**src/rtl/fu_issue_sched_pkg.sv**
```systemverilog
// fu_issue_sched shared definitions
// FU class encoding, sizes and issue-slot index map
package fu_issue_sched_pkg;

    localparam int RS_SIZE = 16;
    localparam int NUM_ALU = 2;
    localparam int NUM_FU  = NUM_ALU + 3;
    localparam int IDX_W   = $clog2(RS_SIZE);

    localparam int FU_ALU0_IDX = 0;
    localparam int FU_MULT_IDX = NUM_ALU;
    localparam int FU_MEM_IDX  = NUM_ALU + 1;
    localparam int FU_BR_IDX   = NUM_ALU + 2;

    typedef enum logic [1:0] {
        FU_ALU  = 2'd0,
        FU_MULT = 2'd1,
        FU_MEM  = 2'd2,
        FU_BR   = 2'd3
    } FU_CLASS_T;

    typedef logic [IDX_W-1:0] rs_idx_t;

endpackage

```
**src/rtl/fu_issue_sched_if.sv**
```systemverilog
// fu_issue_sched RS-side / FU-side bundle
// master = reservation station + FU consumers, slave = scheduler
interface fu_issue_sched_if;
    import fu_issue_sched_pkg::*;

    logic                                enable;
    logic                                squash;
    logic      [RS_SIZE-1:0]             entry_ready;
    FU_CLASS_T [RS_SIZE-1:0]             entry_class;
    logic      [RS_SIZE-1:0]             entry_is_store;
    logic      [1:0]                     LSQ_busy;
    logic      [RS_SIZE-1:0]             issue_grant;
    logic      [NUM_FU-1:0]              slot_valid;
    logic      [NUM_FU-1:0][IDX_W-1:0]   slot_rs_idx;
    logic      [NUM_FU-1:0]              fu_busy_out;
    logic                                mult_busy;

    modport master (
        output enable, squash, entry_ready, entry_class,
        output entry_is_store, LSQ_busy,
        input  issue_grant, slot_valid, slot_rs_idx,
        input  fu_busy_out, mult_busy
    );

    modport slave (
        input  enable, squash, entry_ready, entry_class,
        input  entry_is_store, LSQ_busy,
        output issue_grant, slot_valid, slot_rs_idx,
        output fu_busy_out, mult_busy
    );

endinterface

```
**src/rtl/fu_issue_sched_rr_pick.sv**
```systemverilog
// Round-robin picker: first set request at or after i_ptr, wrapping
// Ports: i_req, i_ptr in; o_gnt one-hot, o_vld, o_idx out
module rr_pick
    import fu_issue_sched_pkg::*;
(
    input  logic [RS_SIZE-1:0] i_req,
    input  rs_idx_t            i_ptr,
    output logic [RS_SIZE-1:0] o_gnt,
    output logic               o_vld,
    output rs_idx_t            o_idx
);

    rs_idx_t w_pos;

    always_comb begin
        o_gnt = '0;
        o_vld = 1'b0;
        o_idx = '0;
        w_pos = '0;
        for (int i = 0; i < RS_SIZE; i++) begin
            // index arithmetic is IDX_W wide, so it wraps mod RS_SIZE
            w_pos = i_ptr + rs_idx_t'(i);
            if (!o_vld && i_req[w_pos]) begin
                o_vld        = 1'b1;
                o_idx        = w_pos;
                o_gnt[w_pos] = 1'b1;
            end
        end
    end

endmodule

```
**src/rtl/fu_issue_sched.sv**
```systemverilog
// Issue scheduler: per-class round-robin pick from RS into FU slots
// Ports: i_clock, i_reset (async, active-low), io_sched (slave bundle)
module fu_issue_sched
    import fu_issue_sched_pkg::*;
#(
    parameter int MULT_LAT = 4
) (
    input  logic              i_clock,
    input  logic              i_reset,
    fu_issue_sched_if.slave   io_sched
);

    localparam int CNT_W = $clog2(MULT_LAT) + 1;

    logic [RS_SIZE-1:0] w_alu_req, w_mult_req, w_mem_req, w_br_req;
    logic [NUM_ALU-1:0][RS_SIZE-1:0] w_alu_gnt;
    logic [NUM_ALU-1:0] w_alu_vld;
    rs_idx_t [NUM_ALU-1:0] w_alu_idx;
    logic [RS_SIZE-1:0] w_mult_gnt, w_mem_gnt, w_br_gnt;
    logic w_mult_raw, w_mem_raw, w_br_raw;
    logic w_mult_vld, w_mem_vld, w_br_vld;
    rs_idx_t w_mult_idx, w_mem_idx, w_br_idx, w_alu_last;
    logic w_go;
    logic [NUM_FU-1:0] w_g_vld;
    rs_idx_t [NUM_FU-1:0] w_g_idx;
    logic [CNT_W-1:0] w_cnt_nxt;

    logic [NUM_FU-1:0] r_slot_valid, r_fu_busy;
    rs_idx_t [NUM_FU-1:0] r_slot_idx;
    rs_idx_t r_ptr_alu, r_ptr_mult, r_ptr_mem, r_ptr_br;
    logic [CNT_W-1:0] r_mult_cnt;

    // reset term keeps issue_grant low while reset is held
    assign w_go = io_sched.enable & ~io_sched.squash & i_reset;

    always_comb begin
        w_alu_req  = '0;
        w_mult_req = '0;
        w_mem_req  = '0;
        w_br_req   = '0;
        for (int i = 0; i < RS_SIZE; i++) begin
            if (io_sched.entry_ready[i]) begin
                unique case (io_sched.entry_class[i])
                    FU_ALU:  w_alu_req[i]  = 1'b1;
                    FU_MULT: w_mult_req[i] = 1'b1;
                    FU_MEM:  w_mem_req[i]  = io_sched.entry_is_store[i]
                                           ? ~io_sched.LSQ_busy[1]
                                           : ~io_sched.LSQ_busy[0];
                    FU_BR:   w_br_req[i]   = 1'b1;
                    default: ;
                endcase
            end
        end
    end

    // each ALU picker sees the requests left over by the ones before it
    for (genvar g = 0; g < NUM_ALU; g++) begin : g_alu
        logic [RS_SIZE-1:0] w_req;
        logic [RS_SIZE-1:0] w_gnt;
        logic               w_vld;
        rs_idx_t            w_idx;
        if (g == 0) begin : g_first
            assign w_req = w_alu_req;
        end else begin : g_next
            assign w_req = g_alu[g-1].w_req & ~g_alu[g-1].w_gnt;
        end
        rr_pick u_pick (
            .i_req (w_req),
            .i_ptr (r_ptr_alu),
            .o_gnt (w_gnt),
            .o_vld (w_vld),
            .o_idx (w_idx)
        );
        assign w_alu_gnt[g] = w_go ? w_gnt : '0;
        assign w_alu_vld[g] = w_go & w_vld;
        assign w_alu_idx[g] = w_idx;
    end

    rr_pick u_mult (
        .i_req (w_mult_req),
        .i_ptr (r_ptr_mult),
        .o_gnt (w_mult_gnt),
        .o_vld (w_mult_raw),
        .o_idx (w_mult_idx)
    );

    rr_pick u_mem (
        .i_req (w_mem_req),
        .i_ptr (r_ptr_mem),
        .o_gnt (w_mem_gnt),
        .o_vld (w_mem_raw),
        .o_idx (w_mem_idx)
    );

    rr_pick u_br (
        .i_req (w_br_req),
        .i_ptr (r_ptr_br),
        .o_gnt (w_br_gnt),
        .o_vld (w_br_raw),
        .o_idx (w_br_idx)
    );

    assign w_mult_vld = w_go & w_mult_raw & (r_mult_cnt == '0);
    assign w_mem_vld  = w_go & w_mem_raw;
    assign w_br_vld   = w_go & w_br_raw;

    always_comb begin
        w_g_vld    = '0;
        w_g_idx    = '0;
        w_alu_last = w_alu_idx[0];
        io_sched.issue_grant = '0;
        for (int a = 0; a < NUM_ALU; a++) begin
            w_g_vld[FU_ALU0_IDX+a] = w_alu_vld[a];
            w_g_idx[FU_ALU0_IDX+a] = w_alu_idx[a];
            io_sched.issue_grant  |= w_alu_gnt[a];
            if (w_alu_vld[a]) w_alu_last = w_alu_idx[a];
        end
        w_g_vld[FU_MULT_IDX] = w_mult_vld;
        w_g_idx[FU_MULT_IDX] = w_mult_idx;
        w_g_vld[FU_MEM_IDX]  = w_mem_vld;
        w_g_idx[FU_MEM_IDX]  = w_mem_idx;
        w_g_vld[FU_BR_IDX]   = w_br_vld;
        w_g_idx[FU_BR_IDX]   = w_br_idx;
        if (w_mult_vld) io_sched.issue_grant |= w_mult_gnt;
        if (w_mem_vld)  io_sched.issue_grant |= w_mem_gnt;
        if (w_br_vld)   io_sched.issue_grant |= w_br_gnt;
    end

    // counter keeps draining while issue is frozen; squash kills it
    always_comb begin
        w_cnt_nxt = r_mult_cnt;
        if (io_sched.squash)       w_cnt_nxt = '0;
        else if (w_mult_vld)       w_cnt_nxt = CNT_W'(MULT_LAT - 1);
        else if (r_mult_cnt != '0) w_cnt_nxt = r_mult_cnt - 1'b1;
    end

    always_ff @(posedge i_clock or negedge i_reset) begin
        if (!i_reset) begin
            r_slot_valid <= '0;
            r_slot_idx   <= '0;
            r_fu_busy    <= '0;
            r_mult_cnt   <= '0;
            r_ptr_alu    <= '0;
            r_ptr_mult   <= '0;
            r_ptr_mem    <= '0;
            r_ptr_br     <= '0;
        end else begin
            r_slot_valid <= w_g_vld;
            r_mult_cnt   <= w_cnt_nxt;
            r_fu_busy    <= w_g_vld;
            r_fu_busy[FU_MULT_IDX] <= w_g_vld[FU_MULT_IDX] | (w_cnt_nxt != '0);
            for (int k = 0; k < NUM_FU; k++) begin
                if (w_g_vld[k]) r_slot_idx[k] <= w_g_idx[k];
            end
            if (w_alu_vld[0]) r_ptr_alu  <= w_alu_last + 1'b1;
            if (w_mult_vld)   r_ptr_mult <= w_mult_idx + 1'b1;
            if (w_mem_vld)    r_ptr_mem  <= w_mem_idx + 1'b1;
            if (w_br_vld)     r_ptr_br   <= w_br_idx + 1'b1;
        end
    end

    assign io_sched.slot_valid  = r_slot_valid;
    assign io_sched.slot_rs_idx = r_slot_idx;
    assign io_sched.fu_busy_out = r_fu_busy;
    assign io_sched.mult_busy   = (r_mult_cnt != '0);

endmodule

```
**src/flat_wrapper.sv**
```systemverilog
// flat-port wrapper written by rule: the top's interface ports become plain ports
module fu_issue_sched_flat import fu_issue_sched_pkg::*;
#(
    parameter int MULT_LAT = 4
)
  (i_clock, i_reset, io_sched_enable, io_sched_squash, io_sched_entry_ready, io_sched_entry_class, io_sched_entry_is_store, io_sched_LSQ_busy, io_sched_issue_grant, io_sched_slot_valid, io_sched_slot_rs_idx, io_sched_fu_busy_out, io_sched_mult_busy);
  fu_issue_sched_if io_sched_i ();
  input  logic i_clock;
  input  logic i_reset;
  input wire logic [$bits(io_sched_i.enable)-1:0] io_sched_enable;
  input wire logic [$bits(io_sched_i.squash)-1:0] io_sched_squash;
  input wire logic [$bits(io_sched_i.entry_ready)-1:0] io_sched_entry_ready;
  input wire logic [$bits(io_sched_i.entry_class)-1:0] io_sched_entry_class;
  input wire logic [$bits(io_sched_i.entry_is_store)-1:0] io_sched_entry_is_store;
  input wire logic [$bits(io_sched_i.LSQ_busy)-1:0] io_sched_LSQ_busy;
  output wire logic [$bits(io_sched_i.issue_grant)-1:0] io_sched_issue_grant;
  output wire logic [$bits(io_sched_i.slot_valid)-1:0] io_sched_slot_valid;
  output wire logic [$bits(io_sched_i.slot_rs_idx)-1:0] io_sched_slot_rs_idx;
  output wire logic [$bits(io_sched_i.fu_busy_out)-1:0] io_sched_fu_busy_out;
  output wire logic [$bits(io_sched_i.mult_busy)-1:0] io_sched_mult_busy;
  assign io_sched_i.enable = io_sched_enable;
  assign io_sched_i.squash = io_sched_squash;
  assign io_sched_i.entry_ready = io_sched_entry_ready;
  assign io_sched_i.entry_class = io_sched_entry_class;
  assign io_sched_i.entry_is_store = io_sched_entry_is_store;
  assign io_sched_i.LSQ_busy = io_sched_LSQ_busy;
  assign io_sched_issue_grant = io_sched_i.issue_grant;
  assign io_sched_slot_valid = io_sched_i.slot_valid;
  assign io_sched_slot_rs_idx = io_sched_i.slot_rs_idx;
  assign io_sched_fu_busy_out = io_sched_i.fu_busy_out;
  assign io_sched_mult_busy = io_sched_i.mult_busy;
  fu_issue_sched #(.MULT_LAT(MULT_LAT)) u_core (.i_clock(i_clock), .i_reset(i_reset), .io_sched(io_sched_i));
endmodule
```
**config.mk**
```make
export PLATFORM = sky130hd
export DESIGN_NAME = fu_issue_sched_flat
export DESIGN_NICKNAME = d
export VERILOG_FILES = /design/src/rtl/fu_issue_sched_pkg.sv /design/src/rtl/fu_issue_sched_if.sv /design/src/rtl/fu_issue_sched_rr_pick.sv /design/src/rtl/fu_issue_sched.sv /design/src/flat_wrapper.sv
export SDC_FILE = /design/constraint.sdc
export NUM_CORES = 1
export LEC_CHECK = 0
export CAP_MARGIN = 5
export CORE_UTILIZATION = 23
export CTS_CLUSTER_SIZE = 10
export DETAILED_ROUTE_END_ITERATION = 6
export PLACE_DENSITY_LB_ADDON = 0.15
export SYNTH_ARGS = -nofsm -noshare
export SYNTH_HDL_FRONTEND = slang
export SYNTH_HIERARCHICAL = 1
export SYNTH_SLANG_ARGS = --single-unit
```
**constraint.sdc**
```tcl
create_clock -name i_clock -period 17.85 [get_ports i_clock]
set_input_delay 5.355 -clock i_clock [delete_from_list [all_inputs] [get_ports i_clock]]
set_output_delay 5.355 -clock i_clock [all_outputs]
set_load 0.03 [all_outputs]
```
==> flow_metrics.py <==
metrics = {
    "cts": {
        "register_clock_pin_slew_on_the_reported_worst_setup_and_hold_paths_ps": 100,
        "cts_root_buffer": "sky130_fd_sc_hd__clkbuf_16",
        "clock_sinks": 45,
        "cts_inserted_buffers": 5,
        "tritoncts": "yes",
        "clk_path_buf_depth": 2,
        "cts_hold_buffers": 0,
        "insertion_delay_ps": 370,
        "cts_max_level": 2,
    },
    "route": {
        "final_routed_wire_length_divided_by_cell_count_um": 29.81,
        "drc": 14,
        "vias": 32720,
        "detail_route.first_pass.iterations": 7,
        "drt-vias-per-instance": 6.280,
        "first_iter_violations": 4691,
        "wirelength_mm": 155.3,
        "drtAntennaViolNets": 0,
    },
    "critical_path": {
        "crit_type": "in2out",
        "max_stage_delay_ps": 550,
        "critical_path.startpoint": "io_sched_entry_ready[15]",
        "cp_slowest_cell": "sky130_fd_sc_hd__or4b_4",
        "start_kind": "input port",
        "crit_fanout": 8,
        "critical_path_rt_ps": 12490,
        "end_kind": "output port",
        "worstReg2RegStart": "u_core/r_ptr_alu[2]$_DFFE_PN0P_",
        "critPathArrivalTime_ps": 12570,
    },
    "synthesis": {
        "synth.yosys.seq_area_share_pct": 4.592,
        "synth.cells.most_frequent": "415 x sky130_fd_sc_hd__nand2_1, 259 x sky130_fd_sc_hd__nor2_1, 226 x sky130_fd_sc_hd__nand3_1",
        "ys_warn_count": 6,
        "number_of_flops_mapped_to_enable_cells_by_yosys": 0,
        "postSynthNetCount": 3509,
        "synthesis.instances": 3362,
        "synth.area.top_cells": "sky130_fd_sc_hd__mux4_2 11%, sky130_fd_sc_hd__nand2_1 6.4%, sky130_fd_sc_hd__mux2i_1 5.0%, sky130_fd_sc_hd__nand3_1 4.6%, sky130_fd_sc_hd__dfrtp_1 4.6%",
        "synthesis.area_um2": 24520,
        "synth_area_per_cell_um2": 7.295,
        "post_synth_num_cell_types": 117,
        "synth_ff_type": "sky130_fd_sc_hd__dfrtp_1",
        "synth_largest_type_area_fraction_pct": 10.93,
        "synthDominantAreaCellType": "sky130_fd_sc_hd__mux4_2",
        "post-synth-top-count-cell": "sky130_fd_sc_hd__nand2_1",
        "synthArstFlopShare_pct": 100.0,
        "postSynthRegisterBits": 45,
    },
    "floorplanning": {
        "floorplan.die.width_um": 328.5,
        "die-area_um2": 107900,
        "placeableCoreArea_um2": 105600,
        "std_cell_rows": 119,
        "effective_utilization_at_floorplan_pct": 23.23,
        "die_h_um": 328.5,
        "floorplan.io_pins": 117,
    },
    "sta": {
        "slew_headroom_pct": 17.62,
        "timing.hold.ws_ps": 489.0,
        "setup_ws_ps": -79.94,
        "setup_viol": 2,
        "fraction_of_the_cycle_the_final_worst_path_needs_pct": 100.4,
        "final-hold-violation-count": 0,
        "worst_pin_slew_ps": 1223,
        "fin_worst_skew_ps": 17.91,
        "timing.setup.tns_ps": -107.5,
        "fmax_mhz": 55.77,
        "rsz0062_at_grt": "true",
        "final-max-slew-violation-count": 0,
        "final.min_clock_period_ps": 17930,
    },
    "run_status": {
        "violations": "design-rule violations, negative setup slack",
        "outcome": "finished with violations",
    },
    "worst_hold_path": {
        "min-delay-start": "u_core/io_sched.slot_rs_idx[5]$_DFFE_PN0N_",
        "holdCritPathClass": "reg2reg",
    },
    "placed_design": {
        "place.port_buffers": 116,
        "detailedPlacementHpwl_mm": 120.0,
        "place_ws_ps": -1437,
        "finalWeightedCongestion": 0.9887,
    },
    "final_layout": {
        "layout.core_utilization_pct": 30.46,
        "syn_to_final_growth_pct": 31.11,
        "combined_area_of_the_multi_input_logic_cells_um2": 22950,
        "drive_above_1_share_pct": 30.47,
        "layout.area.seq_um2": 1134,
        "final.fill_count": 11540,
        "final_net_count": 3963,
    },
    "grt": {
        "globalRouteOverflowTotal": 0,
        "grt_pass1_vias": 30380,
        "grt_first_pass_wirelength_mm": 222.0,
        "grt_usage_pct": 27.59,
        "antenna_found_initial": 5,
        "grt_start_max_net_pins": 46,
    },
    "job": {
        "maxCapViolCount": 0,
    },
}
-- critical path, delay by kind of cell --
family / cells / cell delay (ps)
simple gates: 8 / 2260
mux: 5 / 2080
compound gates: 9 / 1830
buf+inv: 7 / 1040
-- metal layers --
layer  up-vias  part of all wire [%]  global-route usage (%)
met4         2                   4.4                   10.09
met5         -                0.0058                       0
met3       358                   9.5                   4.529
li1      14200                     -                       -
met2      2083                    43                   41.74
met1     16070                    43                   39.00
-- per-stage QoR --
step | cells | cell area (µm²)
after global routing | 5209 | 32150
after floorplan | 3362 | 24520
after detailed placement | 5156 | 30580
final | 5209 | 32150
after CTS | 5181 | 31540
after global placement | 5156 | 30580
-- worst paths after layout --
| kind | end | slack, ps | depth (start not counted) |
|---|---|---|---|
| min | u_core/io_sched.slot_rs_idx[5]$_DFFE_PN0N_ | 490 | 2 |
| max | io_sched_issue_grant[10] | -80 | 29 |
| min in group asynchronous | u_core/io_sched.slot_valid[2]$_DFF_PN0_ | 4870 | 1 |
| min reg2reg | u_core/io_sched.slot_rs_idx[5]$_DFFE_PN0N_ | 490 | 2 |
| max in group asynchronous | u_core/r_ptr_alu[0]$_DFFE_PN0P_ | 11940 | 2 |
| max reg2reg | u_core/r_ptr_alu[3]$_DFFE_PN0P_ | 7790 | 28 |
-- timing repair --
item / CTS / global route
endpoints found under the setup margin: 16 / 16
pin swaps: 64 / 58
buffers inserted: 31 / 29
resized for setup: 228 / 179
-- flip-flops by register name, summed over array words and instances (netlist names) --
name                         flops
u_core/r_ptr_mem                 4
u_core/r_ptr_br                  4
u_core/io_sched.fu_busy_out      5
u_core/r_ptr_mult                4
u_core/io_sched.slot_rs_idx     20
u_core/io_sched.slot_valid       1
u_core/r_ptr_alu                 4
u_core/r_mult_cnt                3
-- cells by family after synthesis --
group / Yosys count / share of synthesized area, %
flip-flops: 45 / 4.592
AND/OR/NAND/NOR: 1474 / 31.20
AO/OA/AOI/OAI: 970 / 28.35
adder cells (fa/ha/maj): 77 / 3.928
buffers and inverters: 348 / 6.474
XOR/XNOR: 82 / 2.959
multiplexers: 366 / 22.50
-- cells in the final DEF, fill, tap and decap left out, types with 36 or more instances in the layout --
master	count
sky130_fd_sc_hd__nor4_1	43
sky130_fd_sc_hd__buf_4	580
sky130_fd_sc_hd__xnor2_1	55
sky130_fd_sc_hd__buf_6	36
sky130_fd_sc_hd__inv_1	50
sky130_fd_sc_hd__and3_1	71
sky130_fd_sc_hd__a21oi_1	134
sky130_fd_sc_hd__nand3_1	217
sky130_fd_sc_hd__nand2_1	411
sky130_fd_sc_hd__nor3_1	93
sky130_fd_sc_hd__o21ai_0	128
sky130_fd_sc_hd__mux2_2	83
sky130_fd_sc_hd__dfrtp_1	41
sky130_fd_sc_hd__ha_1	77
sky130_fd_sc_hd__o211ai_1	54
sky130_fd_sc_hd__mux2i_1	113
sky130_fd_sc_hd__nand4_1	84
sky130_fd_sc_hd__a31oi_1	69
sky130_fd_sc_hd__clkdlybuf4s50_1	51
sky130_fd_sc_hd__nor2b_1	41
sky130_fd_sc_hd__nor2_1	244
sky130_fd_sc_hd__mux4_2	119
sky130_fd_sc_hd__o22ai_1	52
-- final cells by class --
type	instances	area share [%]
antenna	1	0.007783
clock buffer	7	0.4125
clock inverter	1	0.02335
inverter	63	0.7355
multi-input combinational	2969	71.38
sequential	45	3.526
tap	1391	5.413
timing repair buffer	732	18.51
Power is not shown: default switching activity piles up to over one toggle a cycle in this logic, so the estimate is an artifact.
